$ cat src/rtl/kpn_pkg.sv
// Shared encodings for KPN process nodes: operation select and FSM states.
// Latency: n/a (package only).
// Backpressure: n/a (package only).
package kpn_pkg;

    typedef logic [1:0] mode_t;
    typedef logic [1:0] state_t;

    // Operation select for combining nodes
    localparam mode_t MODE_SUM  = 2'b00;
    localparam mode_t MODE_MAX  = 2'b01;
    localparam mode_t MODE_MIN  = 2'b10;
    localparam mode_t MODE_PASS = 2'b11;

    // Node FSM: wait for a full token set, pop upstream, commit the result
    localparam state_t ST_WAIT   = 2'b00;
    localparam state_t ST_POP    = 2'b01;
    localparam state_t ST_COMMIT = 2'b10;

endpackage

$ cat src/rtl/kpn_join_node_if.sv
// Handshake bundle of a join node: upstream FWFT heads plus empty/rd, downstream empty/rd.
// Latency: n/a (wiring only).
// Backpressure: KPN style, a consumer pops with rd only while the producer shows non-empty.
// slave modport = the node, master modport = its environment (upstream channels + consumer).
interface kpn_join_node_if
    import kpn_pkg::*;
#(
    parameter int DATA_W    = 16,
    parameter int N_IN      = 2,
    parameter int OUT_DEPTH = 4
);
    localparam int CNT_W = $clog2(OUT_DEPTH) + 1;

    logic [N_IN*DATA_W-1:0] in_data;    // lane k at [k*DATA_W +: DATA_W]
    logic [N_IN-1:0]        in_empty;
    logic [N_IN-1:0]        in_rd;
    mode_t                  mode;
    logic                   out_rd;
    logic [DATA_W-1:0]      out_data;
    logic                   out_empty;
    logic [CNT_W-1:0]       out_count;
    logic                   sat;

    modport master (
        output in_data, in_empty, mode, out_rd,
        input  in_rd, out_data, out_empty, out_count, sat
    );

    modport slave (
        input  in_data, in_empty, mode, out_rd,
        output in_rd, out_data, out_empty, out_count, sat
    );

endinterface

$ cat src/rtl/kpn_sync_fifo.sv
// Synchronous first-word-fall-through FIFO with occupancy count; rd_data reads 0 when empty.
// Latency: a write is visible at rd_data one clock after it is accepted.
// Backpressure: writes while full and reads while empty are dropped without pointer movement.
// Ports: clk/rst, wr_en/wr_data, rd_en/rd_data, empty, full, count (0..DEPTH).
module kpn_sync_fifo #(
    parameter int WIDTH = 16,
    parameter int DEPTH = 4
) (
    input  logic                   clk,
    input  logic                   rst,
    input  logic                   wr_en,
    input  logic [WIDTH-1:0]       wr_data,
    input  logic                   rd_en,
    output logic [WIDTH-1:0]       rd_data,
    output logic                   empty,
    output logic                   full,
    output logic [$clog2(DEPTH):0] count
);
    localparam int AW = $clog2(DEPTH);
    localparam logic [AW:0]   FULL_CNT = (AW+1)'(DEPTH);
    localparam logic [AW:0]   CNT_ONE  = 1;
    localparam logic [AW-1:0] PTR_ONE  = 1;

    logic [WIDTH-1:0] mem [DEPTH];
    logic [AW-1:0]    wr_ptr;
    logic [AW-1:0]    rd_ptr;
    logic             do_wr;
    logic             do_rd;

    assign empty   = (count == '0);
    assign full    = (count == FULL_CNT);
    assign do_wr   = wr_en && !full;
    assign do_rd   = rd_en && !empty;
    assign rd_data = empty ? '0 : mem[rd_ptr];

    // DEPTH is a power of two, so pointers wrap by natural overflow;
    // count is what tells full apart from empty.
    always_ff @(posedge clk or posedge rst) begin
        if (rst) begin
            wr_ptr <= '0;
            rd_ptr <= '0;
            count  <= '0;
        end else begin
            if (do_wr) wr_ptr <= wr_ptr + PTR_ONE;
            if (do_rd) rd_ptr <= rd_ptr + PTR_ONE;
            case ({do_wr, do_rd})
                2'b10:   count <= count + CNT_ONE;
                2'b01:   count <= count - CNT_ONE;
                default: count <= count;
            endcase
        end
    end

    always_ff @(posedge clk) begin
        if (do_wr) mem[wr_ptr] <= wr_data;
    end

endmodule

$ cat src/rtl/kpn_join_node.sv
// KPN join node: pops one token from every input channel, combines them (sum/max/min/pass), buffers results.
// Latency: 3 clocks from the fire edge to the result at the output head; one token per 3 clocks.
// Backpressure: fires only when all inputs are non-empty and the output FIFO has space; a full FIFO parks the FSM in WAIT.
// Ports: clk, rst (async, active high), bus (slave): in_data/in_empty/in_rd, mode, out_rd/out_data/out_empty/out_count, sat.
module kpn_join_node
    import kpn_pkg::*;
#(
    parameter int DATA_W    = 16,
    parameter int N_IN      = 2,
    parameter int OUT_DEPTH = 4
) (
    input  logic           clk,
    input  logic           rst,
    kpn_join_node_if.slave bus
);
    localparam int SUM_W = DATA_W + $clog2(N_IN);
    localparam logic [DATA_W-1:0] DATA_MAX = '1;

    state_t            state;
    logic [DATA_W-1:0] opnd [N_IN];
    mode_t             opnd_mode;
    logic [DATA_W-1:0] result_q;
    logic [DATA_W-1:0] result_d;
    logic [SUM_W-1:0]  sum;
    logic [DATA_W-1:0] lane_max;
    logic [DATA_W-1:0] lane_min;
    logic              sum_ovf;
    logic              sat_q;
    logic              fire;
    logic              fifo_full;
    logic              fifo_wr;

    // Fire is only looked at in WAIT, so the upstream empties that are stale
    // during our own pop cycle can never trigger a second token.
    assign fire    = (state == ST_WAIT) && (bus.in_empty == '0) && !fifo_full;
    // Decoded from state, so an asynchronous reset drops the pop strobe at once.
    assign bus.in_rd = {N_IN{state == ST_POP}};
    assign fifo_wr   = (state == ST_COMMIT);
    assign bus.sat   = sat_q;

    // Combine the latched operands; the sum is wide enough for all lanes at full scale.
    always_comb begin
        sum      = '0;
        lane_max = opnd[0];
        lane_min = opnd[0];
        result_d = opnd[0];
        for (int k = 0; k < N_IN; k++) begin
            sum = sum + SUM_W'(opnd[k]);
            if (opnd[k] > lane_max) lane_max = opnd[k];
            if (opnd[k] < lane_min) lane_min = opnd[k];
        end
        sum_ovf = (sum > SUM_W'(DATA_MAX));
        case (opnd_mode)
            MODE_SUM: result_d = sum_ovf ? DATA_MAX : sum[DATA_W-1:0];
            MODE_MAX: result_d = lane_max;
            MODE_MIN: result_d = lane_min;
            default:  result_d = opnd[0];   // pass lane 0; all lanes still popped
        endcase
    end

    always_ff @(posedge clk or posedge rst) begin
        if (rst) begin
            state     <= ST_WAIT;
            opnd_mode <= MODE_SUM;
            result_q  <= '0;
            sat_q     <= 1'b0;
            for (int k = 0; k < N_IN; k++) opnd[k] <= '0;
        end else begin
            case (state)
                ST_WAIT: begin
                    if (fire) begin
                        // mode is captured with the data so later mode changes leave this token alone
                        for (int k = 0; k < N_IN; k++) opnd[k] <= bus.in_data[k*DATA_W +: DATA_W];
                        opnd_mode <= bus.mode;
                        state     <= ST_POP;
                    end
                end
                ST_POP: begin
                    result_q <= result_d;
                    if (opnd_mode == MODE_SUM && sum_ovf) sat_q <= 1'b1;
                    state <= ST_COMMIT;
                end
                ST_COMMIT: state <= ST_WAIT;
                default:   state <= ST_WAIT;
            endcase
        end
    end

    // Space was checked at fire time and reads only free entries, so COMMIT always finds room.
    kpn_sync_fifo #(
        .WIDTH (DATA_W),
        .DEPTH (OUT_DEPTH)
    ) u_out_fifo (
        .clk     (clk),
        .rst     (rst),
        .wr_en   (fifo_wr),
        .wr_data (result_q),
        .rd_en   (bus.out_rd),
        .rd_data (bus.out_data),
        .empty   (bus.out_empty),
        .full    (fifo_full),
        .count   (bus.out_count)
    );

endmodule

$ cat src/flat_wrapper.sv
// flat-port wrapper written by rule: the top's interface ports become plain ports
module kpn_join_node_flat import kpn_pkg::*;
#(
    parameter int DATA_W    = 16,
    parameter int N_IN      = 2,
    parameter int OUT_DEPTH = 4
)
  (clk, rst, bus_in_data, bus_in_empty, bus_mode, bus_out_rd, bus_in_rd, bus_out_data, bus_out_empty, bus_out_count, bus_sat);
  kpn_join_node_if #(.DATA_W(DATA_W), .N_IN(N_IN), .OUT_DEPTH(OUT_DEPTH)) bus_i ();
  input  logic clk;
  input  logic rst;
  input wire logic [$bits(bus_i.in_data)-1:0] bus_in_data;
  input wire logic [$bits(bus_i.in_empty)-1:0] bus_in_empty;
  input wire logic [$bits(bus_i.mode)-1:0] bus_mode;
  input wire logic [$bits(bus_i.out_rd)-1:0] bus_out_rd;
  output wire logic [$bits(bus_i.in_rd)-1:0] bus_in_rd;
  output wire logic [$bits(bus_i.out_data)-1:0] bus_out_data;
  output wire logic [$bits(bus_i.out_empty)-1:0] bus_out_empty;
  output wire logic [$bits(bus_i.out_count)-1:0] bus_out_count;
  output wire logic [$bits(bus_i.sat)-1:0] bus_sat;
  assign bus_i.in_data = bus_in_data;
  assign bus_i.in_empty = bus_in_empty;
  assign bus_i.mode = bus_mode;
  assign bus_i.out_rd = bus_out_rd;
  assign bus_in_rd = bus_i.in_rd;
  assign bus_out_data = bus_i.out_data;
  assign bus_out_empty = bus_i.out_empty;
  assign bus_out_count = bus_i.out_count;
  assign bus_sat = bus_i.sat;
  kpn_join_node #(.DATA_W(DATA_W), .N_IN(N_IN), .OUT_DEPTH(OUT_DEPTH)) u_core (.clk(clk), .rst(rst), .bus(bus_i));
endmodule
$ cat config.mk
export PLATFORM = sky130hd
export DESIGN_NAME = kpn_join_node_flat
export DESIGN_NICKNAME = d
export VERILOG_FILES = /design/src/rtl/kpn_pkg.sv /design/src/rtl/kpn_join_node_if.sv /design/src/rtl/kpn_sync_fifo.sv /design/src/rtl/kpn_join_node.sv /design/src/flat_wrapper.sv
export SDC_FILE = /design/constraint.sdc
export NUM_CORES = 1
export LEC_CHECK = 0
export CAP_MARGIN = 20
export CORE_UTILIZATION = 50
export CTS_CLUSTER_SIZE = 25
export DETAILED_ROUTE_END_ITERATION = 10
export PLACE_DENSITY = 0.71
export SYNTH_ARGS = -nofsm -noshare
export SYNTH_HDL_FRONTEND = slang
export SYNTH_SLANG_ARGS = --single-unit
$ cat constraint.sdc
create_clock -name clk -period 3.1 [get_ports clk]
set_input_delay 0.31 -clock clk [delete_from_list [all_inputs] [get_ports clk]]
set_output_delay 0.31 -clock clk [all_outputs]
set_load 0.005 [all_outputs]
==> flow_results.xml <==
<?xml version="1.0" encoding="UTF-8"?>
<metrics>
  <group name="sta">
    <metric name="timing.final.hold_violations" unit="">0</metric>
    <metric name="setup_violating_endpoint_count_in_the_final_report" unit="">0</metric>
    <metric name="setup-tns-final" unit="ns">0</metric>
    <metric name="max_freq" unit="MHz">347</metric>
    <metric name="pins_over_slew_limit" unit="">0</metric>
    <metric name="final.period_utilization" unit="%">92.9</metric>
    <metric name="setup_repair_after_global_routing_missed_its_margin" unit="">no</metric>
    <metric name="max_slew.worst_pin.slew" unit="ns">0.848</metric>
    <metric name="maxSlewHeadroom" unit="%">43.5</metric>
    <metric name="finalClockSkew" unit="ns">0.00659</metric>
    <metric name="min_period" unit="ns">2.88</metric>
  </group>
  <group name="grt">
    <metric name="global_route.usage.total" unit="%">25.7</metric>
    <metric name="met3_demand_to_capacity_share_in_global_routing" unit="%">4.61</metric>
    <metric name="grt_remaining_overflow" unit="">0</metric>
    <metric name="grt_start_max_net_pins" unit="">55</metric>
    <metric name="grt.busiest_layer" unit="">met2</metric>
    <metric name="antenna_found_initial" unit="">0</metric>
    <metric name="groute.layer.met2.usage" unit="%">42.5</metric>
    <metric name="met1_usage" unit="%">34.1</metric>
    <metric name="grt_pass1_vias" unit="">5200</metric>
    <metric name="grt_first_pass_wirelength" unit="µm">27800</metric>
  </group>
  <group name="synthesis">
    <metric name="syn_inst" unit="">596</metric>
    <metric name="synth_area_per_cell" unit="µm²">11.6</metric>
    <metric name="synth-edff-count" unit="">64</metric>
    <metric name="synth_flop_cell" unit="">edfxtp_1</metric>
    <metric name="part_of_the_yosys_area_used_for_sequential_elements" unit="%">49.4</metric>
    <metric name="postSynthRegisterBits" unit="">124</metric>
    <metric name="synth_async_sr_flop_share" unit="%">48.4</metric>
    <metric name="synthesis.nets" unit="">674</metric>
    <metric name="synth_area" unit="µm²">6930</metric>
    <metric name="yosysWarningCount" unit="">0</metric>
    <metric name="synth.distinct_cells" unit="">75</metric>
  </group>
  <group name="route">
    <metric name="drtIter0Drc" unit="">346</metric>
    <metric name="route.detailed.wl_per_inst" unit="µm">19.9</metric>
    <metric name="wirelength_routed" unit="µm">17100</metric>
    <metric name="overall_via_count_from_detail_route" unit="">5091</metric>
    <metric name="drt_pass1_iterations" unit="">5</metric>
    <metric name="avgViaCountPerCell" unit="">5.91</metric>
    <metric name="drc" unit="">0</metric>
    <metric name="remaining_number_of_nets_flagged_by_the_antenna_check_after_routing" unit="">0</metric>
  </group>
  <group name="floorplan">
    <metric name="die_w" unit="µm">120</metric>
    <metric name="fp-row-count" unit="">42</metric>
    <metric name="floorplan.initialDensity" unit="%">51.7</metric>
    <metric name="core" unit="µm²">13400</metric>
    <metric name="fp.dieArea" unit="µm²">14300</metric>
    <metric name="dieHeight" unit="µm">120</metric>
    <metric name="top_level_ports" unit="">62</metric>
  </group>
  <group name="final_layout">
    <metric name="final_layout_size_suffix_gt1_share" unit="%">15.8</metric>
    <metric name="area_growth" unit="%">21.9</metric>
    <metric name="finalNetCount" unit="">750</metric>
    <metric name="antennaDiodeCount" unit="">0</metric>
    <metric name="final.fill_count" unit="">1111</metric>
  </group>
  <group name="clocking">
    <metric name="cts-hold-fix-buffers" unit="">0</metric>
    <metric name="ctsRootBufferMaster" unit="">clkbuf_16</metric>
    <metric name="cts_inserted_buffers" unit="">17</metric>
    <metric name="cts_sinks" unit="">124</metric>
    <metric name="clock_tree.buffer_depth" unit="">2</metric>
    <metric name="cts_tree" unit="">built</metric>
    <metric name="worst_setup_hold_path_clk_slew" unit="ns">0.06</metric>
    <metric name="cts-htree-levels" unit="">4</metric>
    <metric name="post_cts_buffers" unit="">0</metric>
    <metric name="clkLatencyLatePin" unit="ns">0.42</metric>
  </group>
  <group name="pwr">
    <metric name="design_power_total" unit="mW">10.5</metric>
    <metric name="power-per-cell-area" unit="nW/µm²">1240</metric>
    <metric name="p_leak" unit="nW">3.26</metric>
    <metric name="ir_drop" unit="mV">0.604</metric>
  </group>
  <group name="placement">
    <metric name="globalplace.congestion" unit="">0.935</metric>
    <metric name="placement.io_buffers" unit="">61</metric>
    <metric name="detailedPlacementHpwl" unit="µm">12600</metric>
  </group>
  <group name="setup_path">
    <metric name="critical_path_required" unit="ns">3.42</metric>
    <metric name="endpoint_kind" unit="">flop</metric>
    <metric name="crit_type" unit="">flop to flop</metric>
    <metric name="cp_slowest_stage_delay" unit="ns">0.43</metric>
    <metric name="critPathArrivalTime" unit="ns">3.20</metric>
    <metric name="worstSetupStartpointType" unit="">flop</metric>
    <metric name="crit_family" unit="">compound AO/OA/AOI/OAI gates</metric>
    <metric name="crit_path_cell_trace" unit="">ha_1 -&gt; inv_1 -&gt; fa_1 -&gt; o21bai_1 -&gt; o211ai_1 -&gt; a311oi_2 -&gt; o21ai_4 -&gt; a21oi_4 -&gt; nor4_1 -&gt; o31ai_2</metric>
    <metric name="worst_path_max_delay_cell" unit="">dfrtp_1</metric>
    <metric name="maximum_fanout_encountered_on_the_critical_timing_path" unit="">11</metric>
    <metric name="cp_num_buf_inv" unit="">1</metric>
  </group>
  <group name="flow_run">
    <metric name="maxCapViolations" unit="">0</metric>
  </group>
  <group name="status">
    <metric name="run_status" unit="">finished clean</metric>
  </group>
  <group name="min_path">
    <metric name="worst_hold_path_type" unit="">primary input to asynchronous set/reset pin</metric>
  </group>
</metrics>
-- power by group --
part	switching, mW	leakage (nW)	internal (mW)
clock network	0.717	0.304	1.39
logic	3.06	1.66	2.38
registers	0.607	1.29	2.31
total	4.38	3.26	6.08
-- stage by stage --
step	utilization [%]	setup WS, ns	cell area (µm²)	cells	hold slack, ns
3_3_place_gp	58.3	0.233	7810	829	0.492
3_5_place_dp	58.3	0.138	7810	829	0.512
5_1_grt	63.0	0.0267	8440	861	0.165
6_report	63.0	0.222	8440	861	0.128
4_1_cts	62.9	0.113	8430	861	0.124
2_1_floorplan	-	0.597	6930	596	0.427
-- metal layers --
metal	vias up	wire length, µm
met2	173	8280
li1	2398	-
met5	-	0
met1	2487	7720
met3	33	784
met4	0	317
-- state kept, by name (all words and copies together) (netlist names) --
signal and flops:
u_core.result_q 16, u_core.bus.sat 1, u_core.u_out_fifo.mem 64, u_core.u_out_fifo.count 3, u_core.opnd_mode 2, u_core.opnd 32
u_core.u_out_fifo.wr_ptr 2, u_core.u_out_fifo.rd_ptr 2, u_core.state 2
-- final cells by class --
type | instances | area, µm² | area share, %
flip-flops and latches | 124 | 3420 | 40.6
multi-input cells | 399 | 3190 | 37.8
repair buffers | 86 | 811 | 9.60
clock buffers | 22 | 464 | 5.50
well taps | 176 | 220 | 2.61
inverters | 44 | 165 | 1.96
clock inverters | 10 | 164 | 1.94
-- worst paths after layout --
kind / slack [ns] / end / depth (start not counted) / from
max in group asynchronous: 2.31 / u_core.opnd[22] / 3 / rst
max reg2reg: 0.22 / u_core.result_q[5] / 10 / u_core.opnd[16]
min reg2reg: 0.52 / u_core.u_out_fifo.mem[2][5] / 0 / u_core.result_q[5]
min in group clk: 0.44 / u_core.opnd[25] / 3 / bus_in_data[9]
max: 0.22 / u_core.result_q[5] / 10 / u_core.opnd[16]
min: 0.13 / u_core.state[1] / 2 / rst
-- cell families (layout without fill, tap and decap cells) --
| group | after synthesis | in the layout | share of synthesized area [%] |
|---|---|---|---|
| AO/OA/AOI/OAI | 160 | 160 | 16.3 |
| XOR/XNOR | 14 | 14 | 1.77 |
| adder cells (fa/ha/maj) | 39 | 39 | 7.26 |
| buffers and inverters | 73 | 162 | 4.64 |
| flip-flops | 124 | 124 | 49.4 |
| multiplexers | 37 | 37 | 8.53 |
| AND/OR/NAND/NOR | 149 | 149 | 12.1 |
-- timing repair --
item                                    4_1_cts  5_1_grt
hold endpoints to repair                      0        0
resized for setup                             0        1
endpoints found under the setup margin        0       10
-- cell usage in the layout (no fill, tap or decap), types with 21 or more instances in the layout --
cell type / synthesis / layout
ha_1: 37 / 37
clkdlybuf4s50_1: 0 / 61
o21ai_0: 40 / 40
edfxtp_1: 64 / 64
inv_1: 41 / 40
dfrtp_1: 60 / 60
buf_4: 2 / 24
nand2_1: 41 / 41
a21oi_1: 24 / 24
nor2b_1: 21 / 21
-- cells in the mapped netlist, types with 14 or more instances --
library cell	count	share of area [%]
mux2_2	14	2.3
a21oi_1	24	1.7
a31oi_1	17	1.5
mux4_2	16	5.2
dfrtp_1	60	22
o21ai_0	40	2.9
nand2_1	41	2.2
edfxtp_1	64	28
ha_1	37	6.7
nor2b_1	21	1.9
inv_1	41	2.2
clkbuf_1	15	0.81
nor2_1	19	1.0
Power figures use the tool's default switching activity.
